[src/rtl/calc_sequencer.sv]
// calc_sequencer: keypad calculator sequencer (operand entry, ALU handshake, display refresh).
// Define CALC_CHAIN_EN to let an op key in the result state chain the result into operand A.
module calc_sequencer #(
  parameter int MAX_DIGITS  = 4,
  parameter int ALU_TIMEOUT = 255
) (
  input  logic        clk,
  input  logic        rst,
  input  logic        key_digit_pulse,
  input  logic [3:0]  key_digit,
  input  logic        key_op_pulse,
  input  logic [1:0]  key_op,
  input  logic        key_eq_pulse,
  input  logic        alu_done,
  input  logic        alu_err,
  input  logic [15:0] res_bcd,
  input  logic        disp_busy,
  output logic [15:0] op_a_bcd,
  output logic [15:0] op_b_bcd,
  output logic [1:0]  op_sel,
  output logic        alu_start,
  output logic [1:0]  disp_sel,
  output logic        disp_req,
  output logic [2:0]  state_o,
  output logic [2:0]  digit_cnt
);
  typedef enum logic [2:0] {S_A = 3'd0, S_B = 3'd1, S_CALC = 3'd2, S_RES = 3'd3, S_ERR = 3'd4} state_t;
`ifdef CALC_CHAIN_EN
  localparam bit CHAIN = 1'b1;
`else
  localparam bit CHAIN = 1'b0;
`endif
  localparam logic [2:0] MAXD = 3'(MAX_DIGITS);
  localparam logic [7:0] TMO  = 8'(ALU_TIMEOUT);
  state_t      state_q, state_d;
  logic [15:0] a_q, a_d, b_q, b_d;
  logic [1:0]  sel_q, sel_d;
  logic [2:0]  cnt_q, cnt_d;
  logic [7:0]  to_q, to_d;
  logic        start_q, start_d, req_q, req_d, pend_q, pend_d;
  logic        eq, op, dig_ok, room, acc, fire;
  // one key per cycle: eq beats op beats digit
  assign eq     = key_eq_pulse;
  assign op     = key_op_pulse & ~key_eq_pulse;
  assign dig_ok = key_digit_pulse & ~key_op_pulse & ~key_eq_pulse & (key_digit <= 4'd9);
  assign room   = cnt_q < MAXD;
  assign fire   = pend_q & ~disp_busy;
  always_comb begin
    state_d = state_q;
    a_d     = a_q;
    b_d     = b_q;
    sel_d   = sel_q;
    cnt_d   = cnt_q;
    to_d    = to_q;
    start_d = 1'b0;
    acc     = 1'b0;
    case (state_q)
      S_A: begin
        if (op) begin
          sel_d = key_op; b_d = '0; cnt_d = '0; state_d = S_B; acc = 1'b1;
        end else if (dig_ok && room) begin
          a_d = {a_q[11:0], key_digit}; cnt_d = cnt_q + 3'd1; acc = 1'b1;
        end
      end
      S_B: begin
        if (eq) begin
          start_d = 1'b1; to_d = '0; state_d = S_CALC; acc = 1'b1;
        end else if (op) begin
          sel_d = key_op; acc = 1'b1;
        end else if (dig_ok && room) begin
          b_d = {b_q[11:0], key_digit}; cnt_d = cnt_q + 3'd1; acc = 1'b1;
        end
      end
      S_CALC: begin
        if (alu_done) state_d = alu_err ? S_ERR : S_RES;
        else if (to_q == TMO) state_d = S_ERR;
        else to_d = to_q + 8'd1;
      end
      S_RES: begin
        if (dig_ok) begin
          a_d = {12'd0, key_digit}; b_d = '0; cnt_d = 3'd1; state_d = S_A; acc = 1'b1;
        end else if (op && CHAIN) begin
          a_d = res_bcd; b_d = '0; cnt_d = '0; sel_d = key_op; state_d = S_B; acc = 1'b1;
        end
      end
      S_ERR: begin
        if (key_digit_pulse | key_op_pulse | key_eq_pulse) begin
          a_d = '0; b_d = '0; sel_d = '0; cnt_d = '0; state_d = S_A;
        end
      end
      default: state_d = S_A;
    endcase
    req_d  = fire;
    pend_d = (pend_q & ~fire) | acc | (state_d != state_q);
  end
  always_ff @(posedge clk or posedge rst) begin
    if (rst) begin
      state_q <= S_A;
      a_q     <= '0;
      b_q     <= '0;
      sel_q   <= '0;
      cnt_q   <= '0;
      to_q    <= '0;
      start_q <= 1'b0;
      req_q   <= 1'b0;
      pend_q  <= 1'b0;
    end else begin
      state_q <= state_d;
      a_q     <= a_d;
      b_q     <= b_d;
      sel_q   <= sel_d;
      cnt_q   <= cnt_d;
      to_q    <= to_d;
      start_q <= start_d;
      req_q   <= req_d;
      pend_q  <= pend_d;
    end
  end
  assign op_a_bcd  = a_q;
  assign op_b_bcd  = b_q;
  assign op_sel    = sel_q;
  assign alu_start = start_q;
  assign disp_req  = req_q;
  assign state_o   = state_q;
  assign digit_cnt = cnt_q;
  assign disp_sel  = (state_q == S_A) ? 2'd0 : (state_q == S_RES) ? 2'd2 : (state_q == S_ERR) ? 2'd3 : 2'd1;
endmodule

[config.mk]
export PLATFORM = sky130hd
export DESIGN_NAME = calc_sequencer
export DESIGN_NICKNAME = d
export VERILOG_FILES = /design/src/rtl/calc_sequencer.sv
export SDC_FILE = /design/constraint.sdc
export NUM_CORES = 1
export LEC_CHECK = 0
export ABC_AREA = 1
export CAP_MARGIN = 20
export CELL_PAD_IN_SITES_DETAIL_PLACEMENT = 0
export CELL_PAD_IN_SITES_GLOBAL_PLACEMENT = 1
export CORE_MARGIN = 1.5
export CORE_UTILIZATION = 30
export CTS_CLUSTER_SIZE = 25
export DETAILED_ROUTE_END_ITERATION = 8
export PLACE_DENSITY = 0.78
export SYNTH_ARGS = -nofsm -noshare
export SYNTH_HDL_FRONTEND = slang
export SYNTH_SLANG_ARGS = --single-unit
[constraint.sdc]
create_clock -name clk -period 4.65 [get_ports clk]
set_input_delay 0.93 -clock clk [delete_from_list [all_inputs] [get_ports clk]]
set_output_delay 0.93 -clock clk [all_outputs]
set_load 0.02 [all_outputs]
After elaboration in Yosys (flattened, before gate mapping)
Index checks and enable logic that the tools add are counted.

word-level totals
  register bits after elaboration = 51
  bits of input ports = 30

operators by class
  $add $sub $neg = 2
  $lt $le $gt $ge = 2
  equal/unequal tests = 17
  muxes and demuxes = 44
  bitwise operators = 14
  reduce and logical (&&, ||, !) cells = 11

operator list
  cell                 count
  $mux 16              9
  $pmux 16 s4          1
  $pmux 16 s3          1
  $mux 3               13
  $mux 8               3
  $ne 2x2->1 const B   11
  $pmux 8 s2           1
  $pmux 3 s5           1
  $mux 2               6
  $pmux 3 s4           1
  $reduce_and 5->1     2
  $add 8x1->8 const B  1
  $eq 8x8->1 const B   1
  $reduce_and 7->1     1
  $and 1x1->1          6
  $eq 3x2->1 const B   2
  $mux 1               6
  $pmux 2 s3           1
  $reduce_bool 3->1    2
  $le 4x4->1 const B   1
  $not 1->1            4
  $or 1x1->1           4
  $reduce_and 4->1     1
  $reduce_bool 4->1    1
  10 further kinds     10

Longest topological paths before layout
Gate-level depths: netlist of the first run.

  depth after elaboration = 11
  depth in mapped cells = 12
  depth with buffers taken out = 11

Least setup slack after synthesis of the first run
Ideal clock, no wire load.

  path type = in2reg
  start point = in key_op_pulse
  end point = reg b_q[0], in the netlist op_b_bcd[0]
  library setup time = 0.117 ns
  arrival = 2.072 ns
  required time = 4.533 ns
  setup slack = 2.461 ns
  stages on the path = 10
  path buffers = 1
  cells stage by stage = inv_2 -> nand2_1 -> nor2_1 -> nand2_1 -> nand2_4 -> nor3b_4 -> nand2_4 -> buf_6 -> nand2_1 -> nand2_1

on the way
  cells in the longest elaborated chain, start to end = 7
  elaborated cells on any way between the ends = 14
  those cells by class = eq/ne: 5; bitwise: 7; reduce/logical: 2

RTL lines
  item                            line  source
  start: declaration              11    input logic key_op_pulse,
  $not 1->1                       45    assign dig_ok = key_digit_pulse & ~key_op_pulse & ~key_eq_pulse & (key_digit <= 4'd9);
  $and 1x1->1 (3 in a row)        45
  $logic_and 1x1->1               70    end else if (dig_ok && room) begin
  $ne 2x2->1 (no line)            n/a
  $reduce_and 7->1 (no line) (*)  n/a
  end signal: assignment          100   b_q <= '0;
  end signal: assignment          110   b_q <= b_d;
  end: declaration                36    logic [15:0] a_q, a_d, b_q, b_d;

Every way passes the cells marked *; elsewhere a longest branch is shown, timed or not.
A chain may end at the register's enable or synchronous reset.

Worst setup path in the final report of the first run
  start point = in key_eq_pulse
  end point = reg b_q[11], in the netlist op_b_bcd[11]

on the way
  cells in the longest elaborated chain, start to end = 6
  elaborated cells on any way between the ends = 13
  those cells by class = eq/ne: 6; bitwise: 5; reduce/logical: 2

RTL lines
  item                            line    source
  start: declaration              13      input logic key_eq_pulse,
  $not 1->1                       44, 45
  $and 1x1->1 (2 in a row)        45
  $logic_and 1x1->1               70
  $ne 2x2->1 (no line)            n/a
  $reduce_and 7->1 (no line) (*)  n/a

Marks and branches as above.

==> results of run 1 <==
## synth_stat cells (2+ instances only)
library cell	count	area [sq um]
sky130_fd_sc_hd__buf_2	3	15.0
sky130_fd_sc_hd__inv_2	7	26.3
sky130_fd_sc_hd__dfrtp_1	51	1280
sky130_fd_sc_hd__nand2_4	2	22.5
sky130_fd_sc_hd__nor3_1	3	15.0
sky130_fd_sc_hd__buf_6	3	33.8
sky130_fd_sc_hd__nor2_1	19	71.3
sky130_fd_sc_hd__nor2_2	2	12.5
sky130_fd_sc_hd__o21ai_0	30	150
sky130_fd_sc_hd__buf_4	2	15.0
sky130_fd_sc_hd__nand2_2	3	18.8
sky130_fd_sc_hd__inv_1	23	86.3
sky130_fd_sc_hd__nand4_1	10	62.6
sky130_fd_sc_hd__a21oi_1	4	20.0
sky130_fd_sc_hd__nand3_1	12	60.1
sky130_fd_sc_hd__nand3b_1	17	128
sky130_fd_sc_hd__clkbuf_1	3	11.3
sky130_fd_sc_hd__o21ai_1	4	20.0
sky130_fd_sc_hd__ha_1	2	25.0
sky130_fd_sc_hd__nand2_1	127	477
## path summary, 6_finish.rpt
| path | from | to | cells past startpoint |
|---|---|---|---|
| max | key_eq_pulse | op_b_bcd[11] | 8 |
| min | op_b_bcd[12] | op_b_bcd[12] | 2 |
| max reg2reg | state_o[2] | op_b_bcd[11] | 9 |
| min reg2reg | op_b_bcd[12] | op_b_bcd[12] | 2 |
| max in group asynchronous | rst | state_o[0] | 3 |
| min in group asynchronous | rst | alu_start | 3 |
## power groups by stage
stage	clock [mW]	combinational, mW	sequential (mW)
6_report	0.273	1.00	0.668
5_1_grt	0.301	1.11	0.685
4_1_cts	0.286	0.995	0.670
3_5_place_dp	0	0.990	0.678
3_3_place_gp	0	0.982	0.677
2_1_floorplan	0	0.541	0.789
## placed cells by master, fill, tap and decap left out, types with 6 or more instances in the layout
cell type / Yosys / final
sky130_fd_sc_hd__nor2_1: 19 / 19
sky130_fd_sc_hd__clkbuf_8: 0 / 6
sky130_fd_sc_hd__inv_2: 7 / 8
sky130_fd_sc_hd__nand2_1: 127 / 127
sky130_fd_sc_hd__o21ai_0: 30 / 30
sky130_fd_sc_hd__nand3b_1: 17 / 17
sky130_fd_sc_hd__clkdlybuf4s50_1: 0 / 57
sky130_fd_sc_hd__dfrtp_1: 51 / 51
sky130_fd_sc_hd__nand4_1: 10 / 10
sky130_fd_sc_hd__inv_1: 23 / 22
sky130_fd_sc_hd__nand3_1: 12 / 12
## layer usage
layer	vias up	GRT usage [%]	wire length (microns)
met5	-	0	0
met4	0	4.91	85
met3	6	3.38	330
met2	61	21.4	2860
met1	1081	18.1	2900
li1	1201	-	-
## flip-flops by register name, indices dropped and copies added, names as in the netlist
signal     count
op_b_bcd      16
op_a_bcd      16
alu_start      1
op_sel         2
digit_cnt      3
disp_req       1
to_q           8
pend_q         1
state_o        3
## per-stage QoR
step,area (sq um),util [%],cells
floorplan,2660,-,338
global placement,3290,38.1,493
detailed placement,3290,38.1,493
CTS,3390,39.2,501
global route,3400,39.4,502
finish,3400,39.4,502
## kinds of logic after synthesis
logic type,Yosys count,synth area share (%)
and+or+nand+nor,199,34.2
DFF,51,48.1
AOI/OAI and AO/OA,43,9.24
buffers and inverters,42,7.21
adders and majority gates,2,0.942
xor gates and xnor gates,1,0.330
## cell type report
cell class / count / area, sq um
tap: 108 / 135
sequential: 51 / 1280
clock inverter: 2 / 13.8
timing repair buffer: 59 / 593
fill: 927 / 5230
multi-input combinational: 245 / 1190
inverter: 31 / 116
clock buffer: 6 / 82.6
## worst reg2reg max path: cells and delay by family, from the launching register on
family / cells / cell delay (ns)
buffers and inverters: 2 / 0.26
DFF: 1 / 0.55
and+or+nand+nor: 7 / 1.50
==> results_tabular.tex, run 1 <==
\begin{tabular}{lr}
\hline
Metric & Value \\
\hline
\multicolumn{2}{l}{\textbf{Critical path}} \\
\quad Sum of buffers and inverters on the critical path & 1 \\
\quad Largest stage delay on the critical path & 0.70 ns \\
\quad Most repeated library cell on the critical path & sky130\_fd\_sc\_hd\_\_nand2\_1 \\
\quad Worst path top cell family by delay & simple AND/OR/NAND/NOR gates \\
\quad Crit end category & register \\
\quad Worst path slowest cell & sky130\_fd\_sc\_hd\_\_nor3b\_4 \\
\quad Critical path class & input pin to register \\
\quad Chain of cells forming the critical path & clkdlybuf4s50\_1 -> nor2\_1 -> nand2\_1 -> nand2\_4 -> nor3b\_4 -> nand2\_4 -> nand2\_1 -> nand2\_1 \\
\quad Flop-to-flop setup slack & roughly 2.2 ns \\
\quad Required time reported for the critical path endpoint & 4.85 ns \\
\quad Arrival time at the worst endpoint & 3.17 ns \\
\quad Largest fanout on the critical path & 18 \\
\quad Startpoint type of the worst setup path & input pin \\
\multicolumn{2}{l}{\textbf{GRT}} \\
\quad Overall fraction of global-route tracks in use & 13.6\% \\
\quad Antenna violations before repair & 0 \\
\quad Sum of overflow across all layers after global routing & 0 \\
\quad Global-route wire length before repair & 10600 microns \\
\quad Pin count of the biggest net entering global routing & 52 \\
\quad Number of global-route vias before repair & between 2000 and 2500 \\
\multicolumn{2}{l}{\textbf{Final layout}} \\
\quad Ant. Diodes & 0 \\
\quad Synth-to-Final Area Change & 28.2\% \\
\quad Share of post-route cells with drive strength above 1 & approximately 7.6\% \\
\quad Number of nets in the layout & approximately 430 \\
\multicolumn{2}{l}{\textbf{Placed design}} \\
\quad Count of buffers from port buffering & 57 \\
\quad Routability congestion estimate from global placement & 0.774 \\
\quad HPWL after detailed placement & between 4000 and 5000 microns \\
\quad Minimum setup slack after placement & 1.32 ns \\
\multicolumn{2}{l}{\textbf{STA}} \\
\quad Number of setup violations in the final report & 0 \\
\quad Post-route clock skew & between 0.01 and 0.015 ns \\
\quad Count of endpoints failing hold in the final timing report & 0 \\
\quad Final worst path period share & 64.0\% \\
\quad Worst-margin pin slew & between 0.8 and 0.9 ns \\
\quad Slack of the critical path & 1.68 ns \\
\quad Max transition margin & 46.4\% \\
\quad Number of slew-limit violations in the final report & 0 \\
\quad Setup repair after global routing missed its margin & no \\
\quad Setup TNS Final & 0 ns \\
\quad Max frequency & 336 MHz \\
\quad Fin crit period & 2.97 ns \\
\quad Final hold slack & 0.478 ns \\
\multicolumn{2}{l}{\textbf{Synthesis}} \\
\quad Flop and latch count out of synthesis & 51 \\
\quad Total standard cell area after synthesis & 2660 sq um \\
\quad Library cells used by synthesis & 31 \\
\quad Most instantiated flip-flop cell in the synthesis netlist & sky130\_fd\_sc\_hd\_\_dfrtp\_1 \\
\quad Net count after synthesis & 370 \\
\quad Share of flip-flops with an asynchronous set or reset & 100\% \\
\quad Number of flops mapped to enable cells by yosys & 0 \\
\quad Number of cells produced by synthesis & 338 \\
\quad Syn avg cell area & 7.86 sq um \\
\quad Sequential area share after synthesis & between 40\% and 50\% \\
\quad Count of synthesis-stage warnings from yosys & 0 \\
\multicolumn{2}{l}{\textbf{Clock network}} \\
\quad Number of sinks driven by the clock tree & 51 \\
\quad Post\_cts resized & 0 \\
\quad Setup Fix Bufs, Post-CTS & 0 \\
\quad Clock transition at the register clock pins on the worst setup and hold paths after CTS & 0.10 ns \\
\quad TritonCTS clock tree & built \\
\quad Maximum number of buffers from clock root to sink & 2 \\
\quad Num CTS Buffers & 5 \\
\quad Clk Latency, worst-skew pair & approximately 0.30 ns \\
\quad Clock Tree Root & sky130\_fd\_sc\_hd\_\_clkbuf\_8 \\
\quad Quantity of hold-fixing buffers added after cts & 0 \\
\quad Number of H-tree levels & 2 \\
\multicolumn{2}{l}{\textbf{Power}} \\
\quad Total power & between 1.5 and 2 mW \\
\quad Net switching power of the design & 872 uW \\
\quad Power density over the cells & about 570 nW/um\^{}2 \\
\quad Maximum ir drop on the vdd rail & around 150 uV \\
\quad LEAKAGE & 1.61 nW \\
\quad Int Power & 1.07 mW \\
\quad Sequential share of power & 34.4\% \\
\quad Switching share of power & between 40 and 50\% \\
\quad Power share of the clock group & 14.1\% \\
\quad Part of the power in combinational logic & 51.5\% \\
\multicolumn{2}{l}{\textbf{Routing}} \\
\quad Number of vias per cell & 4.68 \\
\quad First-pass DRT Iterations & 4 \\
\quad Residual DRC & 0 \\
\quad Detailed Route Iter0 Violations & slightly below 70 \\
\quad Drt total wl & 6180 microns \\
\quad Antenna viol nets, final & 0 \\
\quad Routed vias & 2349 \\
\quad Per-cell routed wire length & 12.3 microns \\
\multicolumn{2}{l}{\textbf{Floorplanning}} \\
\quad Full die area & between 9000 and 10000 sq um \\
\quad Die boundary height & 97.1 microns \\
\quad Chip Width & 97.1 microns \\
\quad Standard-cell row count & 34 \\
\quad Core area & 8640 sq um \\
\quad Num ports & between 70 and 80 \\
\quad Starting density of the core & 30.7\% \\
\multicolumn{2}{l}{\textbf{Flow run}} \\
\quad Max-capacitance violation count & 0 \\
\multicolumn{2}{l}{\textbf{Outcome}} \\
\quad Run status & finished, final reports clean \\
\multicolumn{2}{l}{\textbf{Min path}} \\
\quad HP Class & register to register \\
\hline
\end{tabular}
Power figures use the tool's default switching activity.
==> run 2, diff against run 1 <==
- PLACE_DENSITY: 0.78 -> 0.81
- clock period: 4.65 -> 2.4 ns (I/O delays scaled with it)
==> run 2 against run 1 <==
  * Sequential share of layout area down 0.88 points
  * Die area unchanged
  * Via count up 1.4%
  * Final cell count up 1.6%
  * Hold slack better by 0.0033 ns
  * Clock skew down 0.0029 ns
  * Final area up 2.6%
  * Critical path depth down 3
  * Combinational power up 99%
  * Routed wire length up 2.4%
  * Power up 100%
  * Largest cell class unchanged
  * Clock-buffer cell count down 1
==> results_tabular.tex, run 2 (synthesis results as in run 1) <==
\begin{tabular}{lr}
\hline
Metric & Value \\
\hline
\multicolumn{2}{l}{\textbf{Outcome}} \\
\quad Run status & finished, final reports clean (unchanged) \\
\multicolumn{2}{l}{\textbf{Critical path}} \\
\quad Required time reported for the critical path endpoint & 1.92 ns (was 4.85 ns) \\
\quad Startpoint type of the worst setup path & register (was input pin) \\
\quad Flop-to-flop setup slack & 0.50 ns (was 2.24 ns) \\
\quad Crit end category & output pin (was register) \\
\quad Arrival time at the worst endpoint & 1.63 ns (was 3.17 ns) \\
\quad Largest fanout on the critical path & 7 (was 18) \\
\quad FF-to-FF path depth & 7 (was 9) \\
\quad Critical path class & register to output pin (was input pin to register) \\
\quad Startpoint of the worst-slack reg-to-reg timing path & state\_o[1] (was state\_o[2]) \\
\quad Reg2Reg Capture Point & to\_q[5] (was op\_b\_bcd[11]) \\
\multicolumn{2}{l}{\textbf{Power}} \\
\quad Maximum ir drop on the vdd rail & 284 uV (was 148 uV) \\
\quad Power density over the cells & 1120 nW/um\^{}2 (was 570 nW/um\^{}2) \\
\quad LEAKAGE & 1.67 nW (was 1.61 nW) \\
\multicolumn{2}{l}{\textbf{Clock network}} \\
\quad TritonCTS clock tree & built (unchanged) \\
\quad Quantity of hold-fixing buffers added after cts & 0 (unchanged) \\
\quad Number of sinks driven by the clock tree & 51 (unchanged) \\
\quad Maximum number of buffers from clock root to sink & 2 (unchanged) \\
\quad Num CTS Buffers & 5 (unchanged) \\
\quad Clock Tree Root & sky130\_fd\_sc\_hd\_\_clkbuf\_8 (unchanged) \\
\quad Setup Fix Bufs, Post-CTS & 0 (unchanged) \\
\quad Number of H-tree levels & 2 (unchanged) \\
\quad Clk Latency, worst-skew pair & 0.31 ns (was 0.30 ns) \\
\quad Post\_cts resized & 2 (was 0) \\
\quad Clock transition at the register clock pins on the worst setup and hold paths after CTS & 0.10 ns (about the same) \\
\multicolumn{2}{l}{\textbf{GRT}} \\
\quad Number of global-route vias before repair & 2195 (was 2247) \\
\quad Global-route wire length before repair & 10800 microns (was 10600 microns) \\
\quad Overall fraction of global-route tracks in use & 13.9\% (was 13.6\%) \\
\quad Antenna violations before repair & 0 (unchanged) \\
\quad Sum of overflow across all layers after global routing & 0 (unchanged) \\
\quad Pin count of the biggest net entering global routing & 33 (was 52) \\
\multicolumn{2}{l}{\textbf{Floorplanning}} \\
\quad Die boundary height & 97.1 microns (unchanged) \\
\quad Full die area & 9420 sq um (unchanged) \\
\quad Standard-cell row count & 34 (unchanged) \\
\quad Core area & 8640 sq um (unchanged) \\
\quad Num ports & 74 (unchanged) \\
\quad Chip Width & 97.1 microns (unchanged) \\
\quad Starting density of the core & 30.7\% (unchanged) \\
\multicolumn{2}{l}{\textbf{Min path}} \\
\quad HP Class & register to register (unchanged) \\
\quad Worst hold stages & 2 (unchanged) \\
\quad Worst hold path endpoint & op\_b\_bcd[12] (unchanged) \\
\quad Beginning of the worst hold path & op\_b\_bcd[12] (unchanged) \\
\multicolumn{2}{l}{\textbf{STA}} \\
\quad Number of slew-limit violations in the final report & 0 (unchanged) \\
\quad Setup repair after global routing missed its margin & no (unchanged) \\
\quad Final worst path period share & between 80 and 90\% \\
\quad Number of setup violations in the final report & 0 (unchanged) \\
\quad Fin crit period & 2.11 ns \\
\quad Max frequency & 474 MHz \\
\quad Post-route clock skew & 0.00759 ns (was 0.0105 ns) \\
\quad Setup TNS Final & 0 ns (unchanged) \\
\quad Max transition margin & 68.0\% (was 46.4\%) \\
\quad Count of endpoints failing hold in the final timing report & 0 (unchanged) \\
\quad Worst-margin pin slew & 0.479 ns (was 0.804 ns) \\
\multicolumn{2}{l}{\textbf{Routing}} \\
\quad First-pass DRT Iterations & 5 (was 4) \\
\quad Detailed Route Iter0 Violations & 121 (was 68) \\
\quad Routed vias & 2382 (was 2349) \\
\quad Drt total wl & 6320 microns (was 6180 microns) \\
\quad Number of vias per cell & 4.67 (was 4.68) \\
\quad Antenna viol nets, final & 0 (unchanged) \\
\quad Residual DRC & 0 (unchanged) \\
\quad Per-cell routed wire length & 12.4 microns (was 12.3 microns) \\
\multicolumn{2}{l}{\textbf{Final layout}} \\
\quad Most frequent cells in the layout & sky130\_fd\_sc\_hd\_\_nand2\_1 (127), sky130\_fd\_sc\_hd\_\_clkdlybuf4s50\_1 (55), sky130\_fd\_sc\_hd\_\_dfrtp\_1 (49) (was sky130\_fd\_sc\_hd\_\_nand2\_1 (127), sky130\_fd\_sc\_hd\_\_clkdlybuf4s50\_1 (57), sky130\_fd\_sc\_hd\_\_dfrtp\_1 (51)) \\
\quad Post-route cell area & 3490 sq um (was 3400 sq um) \\
\quad Ant. Diodes & 0 (unchanged) \\
\quad Number of nets in the layout & 433 (was 425) \\
\quad Synth-to-Final Area Change & 31.6\% (was 28.2\%) \\
\quad Most common cell after layout, fill and taps aside & sky130\_fd\_sc\_hd\_\_nand2\_1 (unchanged) \\
\quad Share of post-route cells with drive strength above 1 & 9.95\% (was 7.61\%) \\
\multicolumn{2}{l}{\textbf{Placed design}} \\
\quad HPWL after detailed placement & 4480 microns (was 4310 microns) \\
\quad Post-Place Cell Area & 3370 sq um (was 3290 sq um) \\
\quad Count of buffers from port buffering & 57 (unchanged) \\
\quad Routability congestion estimate from global placement & 0.821 (was 0.774) \\
\multicolumn{2}{l}{\textbf{Flow run}} \\
\quad Max-capacitance violation count & 0 (unchanged) \\
\hline
\end{tabular}
[run 2: how the worst max path moves through the flow]
| stage | start | cells past startpoint | slack, ns | to |
|---|---|---|---|---|
| 5_1_grt | state_o[1] | 5 | 0.19 | disp_sel[1] |
| 4_1_cts | state_o[0] | 7 | 0.01 | disp_sel[0] |
| 2_1_floorplan | state_o[2] | 10 | 0.64 | op_b_bcd[0] |
| 6_report | state_o[1] | 5 | 0.29 | disp_sel[1] |
| 3_3_place_gp | key_eq_pulse | 8 | 0.19 | op_b_bcd[8] |
| 3_5_place_dp | key_digit[1] | 8 | 0.17 | op_b_bcd[8] |
[run 2: per-stage QoR]
stage	hold WS, ns	instances	util, %	worst slack (ns)	power, mW
2_1_floorplan	0.458	338	-	0.637	2.58
3_3_place_gp	0.460	502	39.1	0.185	3.30
3_5_place_dp	0.464	502	39.1	0.175	3.32
4_1_cts	0.489	510	40.4	0.0135	3.97
5_1_grt	0.523	510	40.5	0.188	4.22
6_report	0.482	510	40.5	0.291	3.92
[run 2: critical path, cell delays in order, from the launching register on]
cell and delay, ns:
sky130_fd_sc_hd__dfrtp_2 0.45, sky130_fd_sc_hd__inv_2 0.07, sky130_fd_sc_hd__nor2_2 0.11, sky130_fd_sc_hd__nand2_1 0.16
sky130_fd_sc_hd__nand2_1 0.17, sky130_fd_sc_hd__dlygate4sd2_1 0.35
[run 2: power by group]
| part | total (mW) | switching [mW] | internal [mW] |
|---|---|---|---|
| Combinational | 1.99 | 1.20 | 0.789 |
| Sequential | 1.29 | 0.198 | 1.09 |
| Clock | 0.633 | 0.316 | 0.317 |
| Total | 3.92 | 1.72 | 2.20 |
[run 2: layout make-up]
class	instances	area, sq um
inverters	31	116
clock buffers	5	68.8
flip-flops and latches	51	1280
repair buffers	67	659
well taps	108	135
fillers	889	5140
multi-input cells	245	1190
clock inverters	3	47.5
[run 2: per-layer routing]
metal / vias up / GRT usage (%) / wire length [microns]
met1: 1096 / 19.5 / 2940
met3: 8 / 3.67 / 340
met4: 0 / 3.68 / 85
met2: 62 / 21.5 / 2950
li1: 1216 / - / -
met5: - / 0 / 0
